[config.mk]
export PLATFORM = sky130hd
export DESIGN_NAME = data_mem_responder
export DESIGN_NICKNAME = d
export VERILOG_FILES = /design/src/rtl/data_mem_responder.sv
export SDC_FILE = /design/constraint.sdc
export NUM_CORES = 2
export LEC_CHECK = 0
export CAP_MARGIN = 20
export CORE_MARGIN = 2
export CORE_UTILIZATION = 40
export DETAILED_ROUTE_END_ITERATION = 12
export PLACE_DENSITY = 0.62
export SYNTH_ARGS = -nofsm -noshare
export SYNTH_HDL_FRONTEND = slang
export SYNTH_SLANG_ARGS = --single-unit
[constraint.sdc]
create_clock -name clk_DMR -period 4.8 [get_ports clk_DMR]
set_input_delay 0.48 -clock clk_DMR [delete_from_list [all_inputs] [get_ports clk_DMR]]
set_output_delay 0.48 -clock clk_DMR [all_outputs]
set_load 0.02 [all_outputs]
[src/rtl/data_mem_responder.sv]
// Word-addressed data memory slave with a fixed, parameterised response latency.
// Optional byte strobes (be_DMR) are enabled by defining DMR_BYTE_STROBE_EN.
module data_mem_responder #(
  parameter int DEPTH   = 64,
  parameter int LATENCY = 2
) (
  input  logic        clk_DMR,
  input  logic        rst_DMR_n,
  input  logic        req_DMR,
  input  logic        we_DMR,
  input  logic [31:0] addr_DMR,
  input  logic [31:0] wdata_DMR,
`ifdef DMR_BYTE_STROBE_EN
  input  logic [3:0]  be_DMR,
`endif
  output logic        ack_DMR,
  output logic [31:0] rdata_DMR,
  output logic        err_DMR,
  output logic        busy_DMR
);

  localparam int         AW  = $clog2(DEPTH);
  localparam logic [3:0] LAT = 4'(LATENCY);

  typedef enum logic [1:0] {IDLE, WAIT, RESP} state_e;

  state_e        state_q, state_d;
  logic [3:0]    cnt_q, cnt_d;
  logic          we_q;
  logic [31:0]   addr_q, wdata_q;
  logic [31:0]   rdata_q, rdata_d;
  logic          err_q, err_d;
  logic [31:0]   mem_q [DEPTH];

  logic          op_we, op_err, enter_resp, commit;
  logic [31:0]   op_addr, op_wdata, old_word, merged;
  logic [3:0]    op_be;
  logic [AW-1:0] op_idx;

`ifdef DMR_BYTE_STROBE_EN
  logic [3:0]    be_q;
`endif

  always_comb begin
    state_d = state_q;
    cnt_d   = cnt_q;
    case (state_q)
      IDLE: if (req_DMR) begin
        cnt_d   = LAT;
        state_d = (LAT == 4'd0) ? RESP : WAIT;
      end
      WAIT: begin
        cnt_d = cnt_q - 4'd1;
        if (cnt_q == 4'd1) state_d = RESP;
      end
      RESP:    state_d = IDLE;
      default: state_d = IDLE;
    endcase
  end

  // With zero latency the op executes on the accepting edge, so take it straight from the port.
  always_comb begin
    op_we    = (state_q == IDLE) ? we_DMR    : we_q;
    op_addr  = (state_q == IDLE) ? addr_DMR  : addr_q;
    op_wdata = (state_q == IDLE) ? wdata_DMR : wdata_q;
`ifdef DMR_BYTE_STROBE_EN
    op_be    = (state_q == IDLE) ? be_DMR    : be_q;
`else
    op_be    = 4'hF;
`endif
  end

  assign op_idx     = op_addr[AW+1:2];
  assign op_err     = (|op_addr[1:0]) | (|op_addr[31:AW+2]);
  assign enter_resp = (state_d == RESP) && (state_q != RESP);
  assign old_word   = mem_q[op_idx];
  assign commit     = enter_resp && rst_DMR_n && op_we && !op_err;

  always_comb begin
    merged = old_word;
    for (int b = 0; b < 4; b++)
      if (op_be[b]) merged[8*b +: 8] = op_wdata[8*b +: 8];
  end

  always_comb begin
    rdata_d = rdata_q;
    err_d   = err_q;
    if (enter_resp) begin
      err_d   = op_err;
      rdata_d = op_err ? 32'h0 : old_word;
    end
  end

  always_ff @(posedge clk_DMR) begin
    if (!rst_DMR_n) begin
      state_q <= IDLE;
      cnt_q   <= 4'd0;
      rdata_q <= 32'h0;
      err_q   <= 1'b0;
    end else begin
      state_q <= state_d;
      cnt_q   <= cnt_d;
      rdata_q <= rdata_d;
      err_q   <= err_d;
    end
  end

  // Request fields are latched only on acceptance, so later port activity is ignored.
  always_ff @(posedge clk_DMR) begin
    if (state_q == IDLE && req_DMR) begin
      we_q    <= we_DMR;
      addr_q  <= addr_DMR;
      wdata_q <= wdata_DMR;
`ifdef DMR_BYTE_STROBE_EN
      be_q    <= be_DMR;
`endif
    end
  end

  // Storage survives reset.
  always_ff @(posedge clk_DMR) begin
    if (commit) mem_q[op_idx] <= merged;
  end

  assign ack_DMR   = (state_q == RESP);
  assign busy_DMR  = (state_q != IDLE);
  assign rdata_DMR = rdata_q;
  assign err_DMR   = err_q;

endmodule
==> run metrics <==
final setup TNS 0 ps; antenna violations before repair 13; worst skew pair latency ~890 ps; Worst EP required 5630 ps; Placed Area slightly below 0.09 mm^2; first-pass iteration count of the detailed router 6; LEAKAGE 30.5 nW; antenna violation net count after detailed routing 0; cell area after layout between 0.09 and 0.1 mm^2; Global Route Usage Sum 0.283; post-synthesis sequential area ratio 0.793; sequential power share 0.512; post-layout min period just over 4000 ps; register clock-pin slew on the reported worst setup and hold paths ~70 ps; Die Y between 400 and 500 um; NetSw between 10 and 15 mW; Via density between 6 and 7; Logic pwr share 0.091; Post-synth ARST share 0; top_reg_cell synth edfxtp_1; IO Pins a little over 100; final RePlAce weighted congestion ~0.9; synthesized instance count about 5300; startpoint class of the critical path flip-flop; WL final around 300000 um; synth warn 0; switching share of power 0.246; maximum clock frequency 242 MHz; Post-synth EDFFs between 2000 and 2500; final worst path period share 0.862; Syn Nets 5347; GR met3 Demand/Resource 0.0846; drt initial violations around 9000; status completed; gr busiest metal met2; syn avg cell area around 15 um^2; Global Route met1 Usage 0.372; Clk pwr share 0.397; RSZ-0062 raised after global routing false; pwr/cell area 435 mW/mm^2; post_cts resized 0; Root Buffer Master clkbuf_16; CP startpoint state_q[1]; Unique masters post-synth between 70 and 80; max incr delay on CP between 800 and 900 ps; layout cells sized above 1 0.137; most common cell type on the critical path buf_4; Filler cells around 17000; Setup-failing EPs final 0; worst-path cell chain buf_4, o21a_1, nor2_4, buf_4, nand2_1, a311oi_1, a31oi_1, nor4_1, a22o_1; cell taking the most area after synthesis edfxtp_1; Min-Delay Path Class primary input to flip-flop; Critical Path Fanout Max 33; CP endpoint kind flip-flop; remaining routing DRC violations 0; Clock Skew slightly below 60 ps; number of global-route vias before repair roughly 50000; Critical-path top delay cell nor4_1; grt ovf 0; most frequent cell after synthesis edfxtp_1; Post-synth top cells edfxtp_1 (2113), nand2_1 (1010), o22ai_1 (378), a21oi_1 (300), nor2_1 (193); post-DP HPWL around 170000 um; Worst-Margin Slew 1200 ps; Mapped Area approximately 0.081 mm^2; Core ar. 0.202 mm^2; reg-to-reg startpoint state_q[1]; nets 5663; Internal between 30 and 40 mW; Die X-Extent around 450 um; Num CTS Buffers between 200 and 250; met2 usage 0.430; total of max-cap violations 0; Clock Tree Buf Depth 3; WP data arrival about 5000 ps; total vias in the final route between 50000 and 60000; min-delay src wdata_DMR[24]; Slew headroom 0.176; Hold Violations, Final 0; DR WL/cell between 30 and 40 um; Die ar. approximately 0.21 mm^2; synth top area cells edfxtp_1 (78%), nand2_1 (4.7%), o22ai_1 (2.9%); peak supply drop approximately 0.00032 V; IO Port Bufs about 100; # clock sinks 2152; htree depth 4; critical path type flip-flop to flip-flop; first-pass GRT wire length 406000 um; initial cell density of the core 0.402; post-synth top area share 0.783; Post-CTS Setup Bufs 0; largest net degree at the start of global routing 79; CTS tree done; Syn-to-layout area delta 16.8%; Post-CTS Hold Buffers 0; Rows 165; Max Slew Vio Count 0; Yosys reg bits roughly 2200
[per-layer routing]
| metal | share of wire | vias to the layer above |
|---|---|---|
| met1 | 0.35 | 27200 |
| met3 | 0.14 | 849 |
| li1 | - | 21300 |
| met2 | 0.44 | 4551 |
| met5 | 0.00062 | - |
| met4 | 0.057 | 18 |
[kinds of logic after synthesis]
logic type	synth area share
mux	0.0111
simple gates	0.0819
buf+inv	0.0216
flops	0.793
compound gates	0.0922
fa+ha+maj	0.000309
[placed cells by master, fill, tap and decap left out, drive strengths merged, types with 15 or more instances in the layout]
cell,n
a32o,24
bufinv,16
o221ai,27
nand3,176
nor3,56
nand4,36
o21ai,29
o22ai,378
a22o,31
dfxtp,39
buf,334
nor2,196
o22a,16
clkdlybuf4s50,102
nor4,57
a31oi,86
clkbuf,269
a22oi,38
mux2i,87
edfxtp,2113
o2111ai,15
a21oi,301
nand2,1011
clkinv,89
a32oi,116
[worst max-delay path: cells and delay by family, from the launching register on]
| family | cells | cell delay, ps |
|---|---|---|
| AND/OR/NAND/NOR | 3 | 1500 |
| AO/OA/AOI/OAI | 4 | 1450 |
| buffers and inverters | 2 | 790 |
| flip-flops | 1 | 360 |
[path summary, 6_finish.rpt]
path | end | slack, ps | cells after the start
worst min register to register | err_DMR | 510 | 2
worst min-delay path | wdata_q[24] | 180 | 1
worst max-delay path | rdata_DMR[3] | 660 | 9
worst max register to register | rdata_DMR[3] | 660 | 9
[power groups by stage]
stage | sequential, mW | combinational [mW] | clock [mW]
floorplan | 21.5 | 1.85 | 0
global placement | 21.5 | 3.53 | 0
detailed placement | 21.5 | 3.59 | 0
CTS | 21.1 | 3.60 | 16.4
global route | 21.1 | 3.83 | 17.1
finish | 21.1 | 3.74 | 16.4
[through the flow]
stage	power [mW]	setup WS [ps]	util	hold WS [ps]	cells
floorplan	23.4	869	-	482	5277
global placement	25.0	383	0.434	498	8050
detailed placement	25.1	319	0.435	502	8054
CTS	41.1	777	0.469	149	8443
global route	42.0	601	0.469	178	8447
finish	41.2	661	0.469	182	8453
[sequential cells by signal, indices dropped and copies added, names as in the netlist]
name	flops
addr_q	32
cnt_q	4
err_DMR	1
mem_q	2048
rdata_DMR	32
state_q	2
wdata_q	32
we_q	1
[layout make-up]
class	count	area, um^2	area share
Sequential cell	2152	64200	0.679
Multi-Input combinational cell	2790	15700	0.166
Clock buffer	269	5540	0.0586
Timing Repair Buffer	436	4460	0.0471
Tap cell	2672	3340	0.0353
Clock inverter	120	1280	0.0136
Inverter	8	30.0	0.000317
Antenna cell	6	15.0	0.000159
No activity file was read; power rests on OpenSTA's default activity.
